==> config.mk <==
export PLATFORM = sky130hd
export DESIGN_NAME = fp_dot_sequencer_flat
export DESIGN_NICKNAME = d
export VERILOG_FILES = /design/src/rtl/fp_dot_sequencer_if.sv /design/src/rtl/fp_dot_sequencer.sv /design/src/flat_wrapper.sv
export SDC_FILE = /design/constraint.sdc
export NUM_CORES = 1
export LEC_CHECK = 0
export CELL_PAD_IN_SITES_DETAIL_PLACEMENT = 0
export CELL_PAD_IN_SITES_GLOBAL_PLACEMENT = 2
export CORE_UTILIZATION = 25
export CTS_CLUSTER_DIAMETER = 60
export CTS_CLUSTER_SIZE = 40
export DETAILED_ROUTE_END_ITERATION = 8
export GPL_TIMING_DRIVEN = 0
export PLACE_DENSITY = 0.82
export SYNTH_ARGS = -nofsm -noshare
export SYNTH_HDL_FRONTEND = slang
export SYNTH_SLANG_ARGS = --single-unit
export TNS_END_PERCENT = 30
==> constraint.sdc <==
create_clock -name clk -period 8.84 [get_ports clk]
set_clock_uncertainty 0.1 [all_clocks]
set_input_delay 0.884 -clock clk [delete_from_list [all_inputs] [get_ports clk]]
set_output_delay 0.884 -clock clk [all_outputs]
set_load 0.05 [all_outputs]
==> src/rtl/fp_dot_sequencer_if.sv <==
// fp_dot_sequencer_if
//   Bundles every non-clock/reset signal of the dot-product sequencer.
//   master : sequencer side (takes commands, drives RAM reads and FP cores)
//   slave  : environment side (command front end, operand RAM, FP cores)
//   Groups: cmd_* command/status, mem_* operand RAM read port,
//           mul_* / add_* stb/ack handshakes to the FP cores, core_rst.
interface fp_dot_sequencer_if #(
  parameter int ADDR_W = 8,
  parameter int LEN_W  = 8
) ();
  logic              cmd_start;
  logic              cmd_abort;
  logic [LEN_W-1:0]  cmd_len;
  logic [ADDR_W-1:0] cmd_addr_a;
  logic [ADDR_W-1:0] cmd_addr_b;
  logic              cmd_busy;
  logic              cmd_done;
  logic [31:0]       cmd_result;

  logic              mem_rd_en;
  logic [ADDR_W-1:0] mem_rd_addr;
  logic [31:0]       mem_rd_data;

  logic [31:0]       mul_a;
  logic [31:0]       mul_b;
  logic              mul_a_stb;
  logic              mul_b_stb;
  logic              mul_a_ack;
  logic              mul_b_ack;
  logic [31:0]       mul_z;
  logic              mul_z_stb;
  logic              mul_z_ack;

  logic [31:0]       add_a;
  logic [31:0]       add_b;
  logic              add_a_stb;
  logic              add_b_stb;
  logic              add_a_ack;
  logic              add_b_ack;
  logic [31:0]       add_z;
  logic              add_z_stb;
  logic              add_z_ack;

  logic              core_rst;

  modport master (
    input  cmd_start, cmd_abort, cmd_len, cmd_addr_a, cmd_addr_b,
    output cmd_busy, cmd_done, cmd_result,
    output mem_rd_en, mem_rd_addr,
    input  mem_rd_data,
    output mul_a, mul_b, mul_a_stb, mul_b_stb, mul_z_ack,
    input  mul_a_ack, mul_b_ack, mul_z, mul_z_stb,
    output add_a, add_b, add_a_stb, add_b_stb, add_z_ack,
    input  add_a_ack, add_b_ack, add_z, add_z_stb,
    output core_rst
  );

  modport slave (
    output cmd_start, cmd_abort, cmd_len, cmd_addr_a, cmd_addr_b,
    input  cmd_busy, cmd_done, cmd_result,
    input  mem_rd_en, mem_rd_addr,
    output mem_rd_data,
    input  mul_a, mul_b, mul_a_stb, mul_b_stb, mul_z_ack,
    output mul_a_ack, mul_b_ack, mul_z, mul_z_stb,
    input  add_a, add_b, add_a_stb, add_b_stb, add_z_ack,
    output add_a_ack, add_b_ack, add_z, add_z_stb,
    input  core_rst
  );
endinterface

==> src/rtl/fp_dot_sequencer.sv <==
// fp_dot_sequencer
//   Computes sum(a[i] * b[i]) for i < len by sequencing the shared FP
//   multiplier and adder cores over operands held in a single-port RAM.
//   Ports:
//     clk   system clock
//     reset asynchronous, active-high reset
//     bus   fp_dot_sequencer_if.master (command, RAM read, core handshakes,
//           core_rst abort pulse)
//
//   state       | meaning
//   ------------+---------------------------------------------------------
//   IDLE        | waiting for cmd_start; operands/counters latched on start
//   RD_A        | read a[addr_a + idx]
//   RD_B        | capture a operand, read b[addr_b + idx]
//   LAT_B       | capture b operand, raise multiplier strobes
//   MUL_ISSUE   | hold mul operands until both strobes are acked
//   MUL_WAIT    | accept product, raise adder strobes
//   ADD_ISSUE   | hold add operands (prod, acc) until both strobes acked
//   ADD_WAIT    | accept sum into acc, next element or finish
//   DONE        | publish acc to cmd_result, pulse cmd_done
module fp_dot_sequencer #(
  parameter int ADDR_W = 8,
  parameter int LEN_W  = 8
) (
  input logic                clk,
  input logic                reset,
  fp_dot_sequencer_if.master bus
);

  localparam logic [3:0] S_IDLE      = 4'd0;
  localparam logic [3:0] S_RD_A      = 4'd1;
  localparam logic [3:0] S_RD_B      = 4'd2;
  localparam logic [3:0] S_LAT_B     = 4'd3;
  localparam logic [3:0] S_MUL_ISSUE = 4'd4;
  localparam logic [3:0] S_MUL_WAIT  = 4'd5;
  localparam logic [3:0] S_ADD_ISSUE = 4'd6;
  localparam logic [3:0] S_ADD_WAIT  = 4'd7;
  localparam logic [3:0] S_DONE      = 4'd8;

  logic [3:0]        state;
  logic [LEN_W-1:0]  len_q;
  logic [LEN_W-1:0]  idx;
  logic [LEN_W-1:0]  idx_next;
  logic [ADDR_W-1:0] addr_a_q;
  logic [ADDR_W-1:0] addr_b_q;
  logic [31:0]       acc;
  logic [31:0]       opa;
  logic [31:0]       opb;
  logic [31:0]       prod;
  logic [31:0]       result_q;
  logic              mul_a_stb_q;
  logic              mul_b_stb_q;
  logic              add_a_stb_q;
  logic              add_b_stb_q;
  logic              done_q;
  logic              core_rst_q;
  logic              mul_both_acked;
  logic              add_both_acked;

  // idx never reaches len, so idx + 1 cannot wrap even for the largest len.
  assign idx_next = idx + LEN_W'(1);

  // A strobe counts as acked once it has dropped, or while its ack is present.
  assign mul_both_acked = (!mul_a_stb_q || bus.mul_a_ack) && (!mul_b_stb_q || bus.mul_b_ack);
  assign add_both_acked = (!add_a_stb_q || bus.add_a_ack) && (!add_b_stb_q || bus.add_b_ack);

  always_comb begin
    bus.mem_rd_en   = 1'b0;
    bus.mem_rd_addr = '0;
    case (state)
      S_RD_A: begin
        bus.mem_rd_en   = 1'b1;
        bus.mem_rd_addr = addr_a_q + ADDR_W'(idx);
      end
      S_RD_B: begin
        bus.mem_rd_en   = 1'b1;
        bus.mem_rd_addr = addr_b_q + ADDR_W'(idx);
      end
      default: ;
    endcase
  end

  assign bus.cmd_busy   = (state != S_IDLE);
  assign bus.cmd_done   = done_q;
  assign bus.cmd_result = result_q;
  assign bus.mul_a      = opa;
  assign bus.mul_b      = opb;
  assign bus.mul_a_stb  = mul_a_stb_q;
  assign bus.mul_b_stb  = mul_b_stb_q;
  assign bus.mul_z_ack  = (state == S_MUL_WAIT);
  assign bus.add_a      = prod;
  assign bus.add_b      = acc;
  assign bus.add_a_stb  = add_a_stb_q;
  assign bus.add_b_stb  = add_b_stb_q;
  assign bus.add_z_ack  = (state == S_ADD_WAIT);
  assign bus.core_rst   = core_rst_q;

  always_ff @(posedge clk or posedge reset) begin
    if (reset) begin
      state       <= S_IDLE;
      len_q       <= '0;
      idx         <= '0;
      addr_a_q    <= '0;
      addr_b_q    <= '0;
      acc         <= '0;
      opa         <= '0;
      opb         <= '0;
      prod        <= '0;
      result_q    <= '0;
      mul_a_stb_q <= 1'b0;
      mul_b_stb_q <= 1'b0;
      add_a_stb_q <= 1'b0;
      add_b_stb_q <= 1'b0;
      done_q      <= 1'b0;
      core_rst_q  <= 1'b0;
    end else begin
      done_q     <= 1'b0;
      core_rst_q <= 1'b0;
      // Abort outranks everything, including a final sum arriving this cycle.
      if (bus.cmd_abort && state != S_IDLE) begin
        state       <= S_IDLE;
        core_rst_q  <= 1'b1;
        mul_a_stb_q <= 1'b0;
        mul_b_stb_q <= 1'b0;
        add_a_stb_q <= 1'b0;
        add_b_stb_q <= 1'b0;
      end else begin
        case (state)
          S_IDLE: begin
            if (bus.cmd_start) begin
              len_q    <= bus.cmd_len;
              addr_a_q <= bus.cmd_addr_a;
              addr_b_q <= bus.cmd_addr_b;
              idx      <= '0;
              acc      <= '0;
              state    <= (bus.cmd_len == '0) ? S_DONE : S_RD_A;
            end
          end
          S_RD_A: state <= S_RD_B;
          S_RD_B: begin
            opa   <= bus.mem_rd_data;
            state <= S_LAT_B;
          end
          S_LAT_B: begin
            opb         <= bus.mem_rd_data;
            mul_a_stb_q <= 1'b1;
            mul_b_stb_q <= 1'b1;
            state       <= S_MUL_ISSUE;
          end
          S_MUL_ISSUE: begin
            if (bus.mul_a_ack) mul_a_stb_q <= 1'b0;
            if (bus.mul_b_ack) mul_b_stb_q <= 1'b0;
            if (mul_both_acked) state <= S_MUL_WAIT;
          end
          S_MUL_WAIT: begin
            if (bus.mul_z_stb) begin
              prod        <= bus.mul_z;
              add_a_stb_q <= 1'b1;
              add_b_stb_q <= 1'b1;
              state       <= S_ADD_ISSUE;
            end
          end
          S_ADD_ISSUE: begin
            if (bus.add_a_ack) add_a_stb_q <= 1'b0;
            if (bus.add_b_ack) add_b_stb_q <= 1'b0;
            if (add_both_acked) state <= S_ADD_WAIT;
          end
          S_ADD_WAIT: begin
            if (bus.add_z_stb) begin
              acc   <= bus.add_z;
              idx   <= idx_next;
              state <= (idx_next == len_q) ? S_DONE : S_RD_A;
            end
          end
          S_DONE: begin
            result_q <= acc;
            done_q   <= 1'b1;
            state    <= S_IDLE;
          end
          default: state <= S_IDLE;
        endcase
      end
    end
  end

endmodule

==> src/flat_wrapper.sv <==
// flat-port wrapper written by rule: the top's interface ports become plain ports
module fp_dot_sequencer_flat 
#(
  parameter int ADDR_W = 8,
  parameter int LEN_W  = 8
)
  (clk, reset, bus_cmd_start, bus_cmd_abort, bus_cmd_len, bus_cmd_addr_a, bus_cmd_addr_b, bus_cmd_busy, bus_cmd_done, bus_cmd_result, bus_mem_rd_en, bus_mem_rd_addr, bus_mem_rd_data, bus_mul_a, bus_mul_b, bus_mul_a_stb, bus_mul_b_stb, bus_mul_z_ack, bus_mul_a_ack, bus_mul_b_ack, bus_mul_z, bus_mul_z_stb, bus_add_a, bus_add_b, bus_add_a_stb, bus_add_b_stb, bus_add_z_ack, bus_add_a_ack, bus_add_b_ack, bus_add_z, bus_add_z_stb, bus_core_rst);
  fp_dot_sequencer_if #(.ADDR_W(ADDR_W), .LEN_W(LEN_W)) bus_i ();
  input logic clk;
  input logic reset;
  input wire logic [$bits(bus_i.cmd_start)-1:0] bus_cmd_start;
  input wire logic [$bits(bus_i.cmd_abort)-1:0] bus_cmd_abort;
  input wire logic [$bits(bus_i.cmd_len)-1:0] bus_cmd_len;
  input wire logic [$bits(bus_i.cmd_addr_a)-1:0] bus_cmd_addr_a;
  input wire logic [$bits(bus_i.cmd_addr_b)-1:0] bus_cmd_addr_b;
  output wire logic [$bits(bus_i.cmd_busy)-1:0] bus_cmd_busy;
  output wire logic [$bits(bus_i.cmd_done)-1:0] bus_cmd_done;
  output wire logic [$bits(bus_i.cmd_result)-1:0] bus_cmd_result;
  output wire logic [$bits(bus_i.mem_rd_en)-1:0] bus_mem_rd_en;
  output wire logic [$bits(bus_i.mem_rd_addr)-1:0] bus_mem_rd_addr;
  input wire logic [$bits(bus_i.mem_rd_data)-1:0] bus_mem_rd_data;
  output wire logic [$bits(bus_i.mul_a)-1:0] bus_mul_a;
  output wire logic [$bits(bus_i.mul_b)-1:0] bus_mul_b;
  output wire logic [$bits(bus_i.mul_a_stb)-1:0] bus_mul_a_stb;
  output wire logic [$bits(bus_i.mul_b_stb)-1:0] bus_mul_b_stb;
  output wire logic [$bits(bus_i.mul_z_ack)-1:0] bus_mul_z_ack;
  input wire logic [$bits(bus_i.mul_a_ack)-1:0] bus_mul_a_ack;
  input wire logic [$bits(bus_i.mul_b_ack)-1:0] bus_mul_b_ack;
  input wire logic [$bits(bus_i.mul_z)-1:0] bus_mul_z;
  input wire logic [$bits(bus_i.mul_z_stb)-1:0] bus_mul_z_stb;
  output wire logic [$bits(bus_i.add_a)-1:0] bus_add_a;
  output wire logic [$bits(bus_i.add_b)-1:0] bus_add_b;
  output wire logic [$bits(bus_i.add_a_stb)-1:0] bus_add_a_stb;
  output wire logic [$bits(bus_i.add_b_stb)-1:0] bus_add_b_stb;
  output wire logic [$bits(bus_i.add_z_ack)-1:0] bus_add_z_ack;
  input wire logic [$bits(bus_i.add_a_ack)-1:0] bus_add_a_ack;
  input wire logic [$bits(bus_i.add_b_ack)-1:0] bus_add_b_ack;
  input wire logic [$bits(bus_i.add_z)-1:0] bus_add_z;
  input wire logic [$bits(bus_i.add_z_stb)-1:0] bus_add_z_stb;
  output wire logic [$bits(bus_i.core_rst)-1:0] bus_core_rst;
  assign bus_i.cmd_start = bus_cmd_start;
  assign bus_i.cmd_abort = bus_cmd_abort;
  assign bus_i.cmd_len = bus_cmd_len;
  assign bus_i.cmd_addr_a = bus_cmd_addr_a;
  assign bus_i.cmd_addr_b = bus_cmd_addr_b;
  assign bus_cmd_busy = bus_i.cmd_busy;
  assign bus_cmd_done = bus_i.cmd_done;
  assign bus_cmd_result = bus_i.cmd_result;
  assign bus_mem_rd_en = bus_i.mem_rd_en;
  assign bus_mem_rd_addr = bus_i.mem_rd_addr;
  assign bus_i.mem_rd_data = bus_mem_rd_data;
  assign bus_mul_a = bus_i.mul_a;
  assign bus_mul_b = bus_i.mul_b;
  assign bus_mul_a_stb = bus_i.mul_a_stb;
  assign bus_mul_b_stb = bus_i.mul_b_stb;
  assign bus_mul_z_ack = bus_i.mul_z_ack;
  assign bus_i.mul_a_ack = bus_mul_a_ack;
  assign bus_i.mul_b_ack = bus_mul_b_ack;
  assign bus_i.mul_z = bus_mul_z;
  assign bus_i.mul_z_stb = bus_mul_z_stb;
  assign bus_add_a = bus_i.add_a;
  assign bus_add_b = bus_i.add_b;
  assign bus_add_a_stb = bus_i.add_a_stb;
  assign bus_add_b_stb = bus_i.add_b_stb;
  assign bus_add_z_ack = bus_i.add_z_ack;
  assign bus_i.add_a_ack = bus_add_a_ack;
  assign bus_i.add_b_ack = bus_add_b_ack;
  assign bus_i.add_z = bus_add_z;
  assign bus_i.add_z_stb = bus_add_z_stb;
  assign bus_core_rst = bus_i.core_rst;
  fp_dot_sequencer #(.ADDR_W(ADDR_W), .LEN_W(LEN_W)) u_core (.clk(clk), .reset(reset), .bus(bus_i));
endmodule
# Word level (Yosys, flattened, before mapping)
# Index checks and enable logic that the tools add are counted.
[word_totals]
regBits = 202
inputBits = 130
output_inout_bits = 178
elab_cells = 102
[classes]
add_sub_neg = 3
eq_ne = 20
n_mux = 33
bitwise = 1
reduce_logical = 29
[ops]
columns = ["operator", "count"]
rows = [
  ["32-bit 2-to-1 mux", 2],
  ["32-bit one-hot mux with 2 select lines", 1],
  ["4-bit 2-to-1 mux", 8],
  ["4-bit one-hot mux with 8 select lines", 1],
  ["8-bit one-hot mux with 2 select lines", 2],
  ["8-bit adder", 2],
  ["4-bit by 3-bit == test with 1-bit output (second input constant)", 4],
  ["8-bit 2-to-1 mux", 2],
  ["3-bit by 2-bit inequality test with 1-bit output (second input constant)", 5],
  ["1-bit 2-to-1 mux", 13],
  ["3-bit by 1-bit inequality test with 1-bit output (second input constant)", 4],
  ["3-bit AND reduction", 4],
  ["2-bit AND reduction", 5],
  ["8-bit by 1-bit adder with 8-bit output (second input constant)", 1],
  ["4-bit by 2-bit == test with 1-bit output (second input constant)", 2],
  ["8-bit == test", 1],
  ["8-bit zero test", 1],
  ["1-bit one-hot mux with 2 select lines", 4],
  ["3-bit nonzero test", 2],
  ["5-bit AND reduction", 1],
  ["4-bit by 1-bit == test with 1-bit output (second input constant)", 1],
  ["4-bit == test (second input constant)", 1],
  ["1-bit zero test", 4],
  ["4-bit zero test", 1],
  ["other kinds (9)", 14],
]

# Depth between registers and ports, before layout
[logic_depth]
depth_word = 6
ltp_mapped = 13

# Least setup slack after synthesis
# No wires, ideal clock.
[synth_path]
path_type = "register to output"
startpoint = "register u_core.state[0]"
endpoint = "output port bus_mem_rd_addr[6]"
t_arrival_ps = 3825
slack_ps = 4031
stages_incl_launch_ff = 14
n_path_buf = 1
cell_sequence = "dfrtp_1 > clkbuf_1 > nand2b_1 > nor3_2 > mux2_2 > ha_1 > inv_1 > fa_1 > nor2b_1 > o21ai_0 > a21boi_0 > o21a_1 > o21a_1 > nor3_1"
[synth_between]
elab_chain_len = 2
elab_cells_between_ends = 3
[synth_rtl]
columns = ["item", "line", "source"]
rows = [
  ["start, declared", "fp_dot_sequencer.sv:40", "logic [3:0] state;"],
  ["start signal, assigned", "fp_dot_sequencer.sv:136", "state <= (bus.cmd_len == '0) ? S_DONE : S_RD_A;"],
  ["start signal, assigned", "fp_dot_sequencer.sv:172", "state <= (idx_next == len_q) ? S_DONE : S_RD_A;"],
  ["4-bit by 2-bit == test with 1-bit output or 4-bit by 1-bit == test with 1-bit output (tied branches)", "fp_dot_sequencer.sv:70", "case (state)"],
  ["8-bit one-hot mux with 2 select lines *", "fp_dot_sequencer.sv:70", ""],
  ["end, declared", "flat_wrapper.sv:20", "output wire logic [$bits(bus_i.mem_rd_addr)-1:0] bus_mem_rd_addr;"],
]
# Every way passes the cells marked *; elsewhere a longest branch is shown, timed or not.

# Worst setup path in the final report
# Same ends and word-level chain as after synthesis.

==> results.tsv <==
stage	metric	value	unit
min_path	class of the tightest hold or removal check	register to register	
drt	Detail Route Antenna Nets	0	
yosys	multiplexer share of the synthesized area	21.5	%
worst_setup_path	required time of the worst setup path	7860	ps
pwr	Cell Pwr Density	348	nW/um^2
global_route	via count of the first global-routing pass	6409	
drt	residual DRC count	0	
yosys	dominant combinational cell family by area after synthesis	multiplexers	
place	post-placement cell count	1344	
global_route	overall overflow remaining after global route	0	
sta	final setup violation count	0	
pwr	static leakage	0.00561	uW
drt	routed via count divided by cell count	4.44	
yosys	Post-Synthesis Cells	594	
die	effective utilization at floorplan	25.6	%
yosys	sequential-to-total area share from yosys stat	60.0	%
pwr	share of total power in the clock network	23.3	%
layout	synth-to-layout area growth	53.5	%
drt	Via Count	6155	
global_route	global router's overall resource usage	14.0	%
sta	setup repair after global routing missed its margin	false	
worst_setup_path	total buffers and inverters traversed by the critical path	3	
place	count of buffers from port buffering	307	
worst_setup_path	crit-path max cell delay	850	ps
global_route	pin count of the biggest net entering global routing	124	
layout	diode count	0	
clock_network	clock latency on the worst-skew pair	530	ps
yosys	Post-synth EDFFs	0	
drt	number of iterations in the first detailed-routing pass	6	
pwr	net switching power	1950	uW
die	core area	32900	um^2
sta	number of hold violations in the final report	0	
sta	slew margin rel.	36.5	%
yosys	fraction of registers with async set or reset after synthesis	100	%
layout	Layout Cells excl Fill	1386	
die	die width	186	um
drt	final WL	24.4	mm
clock_network	root buffer cell	sky130_fd_sc_hd__clkbuf_16	
clock_network	CTS sink count	202	
pwr	combinational share of power	46.7	%
yosys	post-synthesis sequential element count	202	
worst_setup_path	Crit path arrival time	4950	ps
yosys	count of cell types in the netlist	50	
job	number of max-capacitance violations reported	0	
sta	crit path setup slack, layout	2910	ps
clock_network	number of post-CTS setup repair buffers	0	
pwr	switching fraction of total power	43.4	%
pwr	Power Internal	2550	uW
yosys	simple-gate share of the synthesized area	5.08	%
clock_network	H-tree levels	1	
worst_setup_path	CP delay by family, top	buffers and inverters	
worst_setup_path	crit path max fanout	10	
worst_setup_path	category of the worst setup path capture point	output port	
clock_network	CTS hold repair buffers	0	
clock_network	TritonCTS clock tree	built	
worst_setup_path	crit path kind	register to output port	
yosys	cell area after synthesis	8420	um^2
sta	transition at the pin with the smallest max-transition slack	944	ps
yosys	synthesized-area fraction occupied by ao, oa, aoi and oai cells	8.26	%
clock_network	total CTS buffers	23	
die	number of ports placed on the die boundary	308	
sta	highest achievable clock rate	0.169	GHz
pwr	peak ir drop on the vdd network	0.000256	V
clock_network	number of buffers between clock root and the deepest sink	3	
clock_network	Clock Pin Slew Worst Setup and Hold Paths	70	ps
die	total die area	34400	um^2
place	pre-CTS setup slack	3350	ps
layout	Final #Nets	1066	
place	placed wire-length estimate	17.6	mm
layout	proportion of layout cells with a drive suffix above 1	22.4	%
yosys	Post-Synth XOR/XNOR Area	1.66	%
global_route	antenna violations before repair	0	
global_route	wire length of the first global-routing pass	37.3	mm
worst_setup_path	Critical Path, Cell by Cell	clkbuf_1 -> nand2b_1 -> nor3_2 -> mux2_2 -> ha_1 -> inv_1 -> fa_1 -> nor2b_1 -> o21ai_0 -> a21boi_0 -> o21a_1 -> o21a_1 -> nor3_1 -> clkdlybuf4s50_1	
pwr	sequential group share of total power	30.0	%
yosys	synthesized netlist net count	733	
worst_setup_path	Max stage delay cell, worst path	sky130_fd_sc_hd__clkdlybuf4s50_1	
yosys	share of synthesized cell area in full adder, half adder and majority cells	1.43	%
yosys	dominant synthesized flop cell	sky130_fd_sc_hd__dfrtp_1	
drt	number of DRC markers in iteration 0	169	
drt	wire per inst	17.6	um
sta	part of the cycle the worst path needs	67.1	%
sta	max-slew violation count	0	
worst_setup_path	startpoint class of the critical path	register	
die	die height	186	um
outcome	run status	finished clean	
place	GPL Wtd Cong	0.753	
die	FP Rows	66	
worst_setup_path	cell seen most often among critical-path stages	sky130_fd_sc_hd__o21a_1	
yosys	syn_area_per_cell	14.2	um^2
clock_network	CTS resizes	0	
yosys	Ys Warns	0	
sta	Period minus WS final	5930	ps
==> state kept, by name, indices dropped and copies added, names as in the netlist <==
| signal | count |
|---|---|
| u_core.bus.cmd_result | 32 |
| u_core.bus.core_rst | 1 |
| u_core.bus.mul_b | 32 |
| u_core.len_q | 8 |
| u_core.bus.add_a_stb | 1 |
| u_core.bus.mul_b_stb | 1 |
| u_core.bus.cmd_done | 1 |
| u_core.bus.mul_a | 32 |
| u_core.state | 4 |
| u_core.bus.add_b | 32 |
| u_core.bus.mul_a_stb | 1 |
| u_core.addr_a_q | 8 |
| u_core.addr_b_q | 8 |
| u_core.idx | 8 |
| u_core.bus.add_a | 32 |
| u_core.bus.add_b_stb | 1 |
==> power groups by stage <==
stage | combinational [uW] | clock (uW) | sequential (uW)
detailed placement | 2120 | 0 | 1360
CTS | 2130 | 1080 | 1350
floorplan | 656 | 0 | 2090
finish | 2100 | 1040 | 1350
global placement | 2110 | 0 | 1360
global route | 2210 | 1120 | 1390
==> synth_stat cells (6+ instances only) <==
library cell / number / area (um^2)
sky130_fd_sc_hd__dfrtp_1: 202 / 5050
sky130_fd_sc_hd__mux2_2: 149 / 1680
sky130_fd_sc_hd__a22o_1: 38 / 333
sky130_fd_sc_hd__nor2_1: 18 / 67.6
sky130_fd_sc_hd__clkbuf_1: 15 / 56.3
sky130_fd_sc_hd__o21ai_0: 15 / 75.1
sky130_fd_sc_hd__nand2_1: 12 / 45.0
sky130_fd_sc_hd__nor3_1: 12 / 60.1
sky130_fd_sc_hd__a21o_1: 11 / 82.6
sky130_fd_sc_hd__inv_1: 11 / 41.3
sky130_fd_sc_hd__mux2_1: 10 / 113
sky130_fd_sc_hd__xor2_1: 9 / 78.8
sky130_fd_sc_hd__ha_1: 8 / 100
sky130_fd_sc_hd__buf_2: 7 / 35.0
sky130_fd_sc_hd__xnor2_1: 7 / 61.3
sky130_fd_sc_hd__nand3_1: 6 / 30.0
==> worst paths after layout <==
kind	end	from	cells after the start	slack, ps
worst min register to register	u_core.bus.mul_b[31]	u_core.bus.mul_b[31]	1	390
worst max-delay path	bus_mem_rd_addr[6]	u_core.state[0]	14	2910
worst min-delay path	u_core.bus.mul_b[31]	u_core.bus.mul_b[31]	1	390
min in group asynchronous	u_core.bus.mul_a[22]	reset	2	700
max in group asynchronous	u_core.bus.add_b[1]	reset	3	6860
worst max register to register	u_core.bus.cmd_result[20]	u_core.state[0]	4	6030
==> per-layer routing <==
metal  up-vias  track usage, %  wire length [um]
met5         -               0                 0
met1      3092            18.0             10600
met3        28            4.85              1920
met2       195            22.7             11500
met4         0            3.01               449
li1       2840               -                 -
==> cells by family after synthesis <==
logic type,after synthesis
xor+xnor,16
buf+inv,40
simple gates,76
fa+ha+maj,9
compound gates,90
mux,161
flops,202
==> through the flow <==
step,area [um^2],power (uW),utilization (%),hold WS [ps],TNS (ps)
final,12900,4490,39.3,389,0
after global placement,12000,3470,36.6,369,-154890
after global routing,12900,4710,39.3,403,0
after CTS,12900,4560,39.3,391,0
after detailed placement,12100,3480,36.8,374,0
after floorplan,8420,2750,-,374,0
==> area by class of cell <==
type | instances | area (um^2)
repair buffers | 308 | 3100
flip-flops and latches | 202 | 5050
plain buffers | 29 | 129
well taps | 442 | 553
fillers | 3218 | 19900
clock inverters | 19 | 264
inverters | 11 | 48.8
clock buffers | 23 | 576
multi-input cells | 352 | 3190
==> layout by cell type (no fill, tap or decap), types with 2 or more instances in the layout <==
cell type	instances
sky130_fd_sc_hd__xor2_1	9
sky130_fd_sc_hd__mux2_2	149
sky130_fd_sc_hd__a21oi_1	5
sky130_fd_sc_hd__nand2b_1	5
sky130_fd_sc_hd__clkbuf_16	23
sky130_fd_sc_hd__nor2b_1	3
sky130_fd_sc_hd__o31ai_1	2
sky130_fd_sc_hd__ha_1	8
sky130_fd_sc_hd__clkbuf_1	15
sky130_fd_sc_hd__clkinv_8	3
sky130_fd_sc_hd__inv_1	10
sky130_fd_sc_hd__mux2i_1	2
sky130_fd_sc_hd__dfrtp_1	202
sky130_fd_sc_hd__inv_6	3
sky130_fd_sc_hd__xnor2_1	7
sky130_fd_sc_hd__a211oi_1	2
sky130_fd_sc_hd__nand3b_1	2
sky130_fd_sc_hd__a22o_1	38
sky130_fd_sc_hd__o21ai_0	15
sky130_fd_sc_hd__nand3_1	6
sky130_fd_sc_hd__nor4_2	2
sky130_fd_sc_hd__nand4_1	2
sky130_fd_sc_hd__inv_16	3
sky130_fd_sc_hd__o21a_1	4
sky130_fd_sc_hd__or3_1	2
sky130_fd_sc_hd__nor4_1	3
sky130_fd_sc_hd__clkdlybuf4s50_1	307
sky130_fd_sc_hd__o22a_1	3
sky130_fd_sc_hd__nand2_1	12
sky130_fd_sc_hd__inv_12	2
sky130_fd_sc_hd__mux2_1	10
sky130_fd_sc_hd__inv_8	5
sky130_fd_sc_hd__and2_1	2
sky130_fd_sc_hd__buf_4	3
sky130_fd_sc_hd__a21o_1	11
sky130_fd_sc_hd__nor3_1	12
sky130_fd_sc_hd__buf_2	7
sky130_fd_sc_hd__nor2_1	18
sky130_fd_sc_hd__buf_1	4
Power figures use the tool's default switching activity.
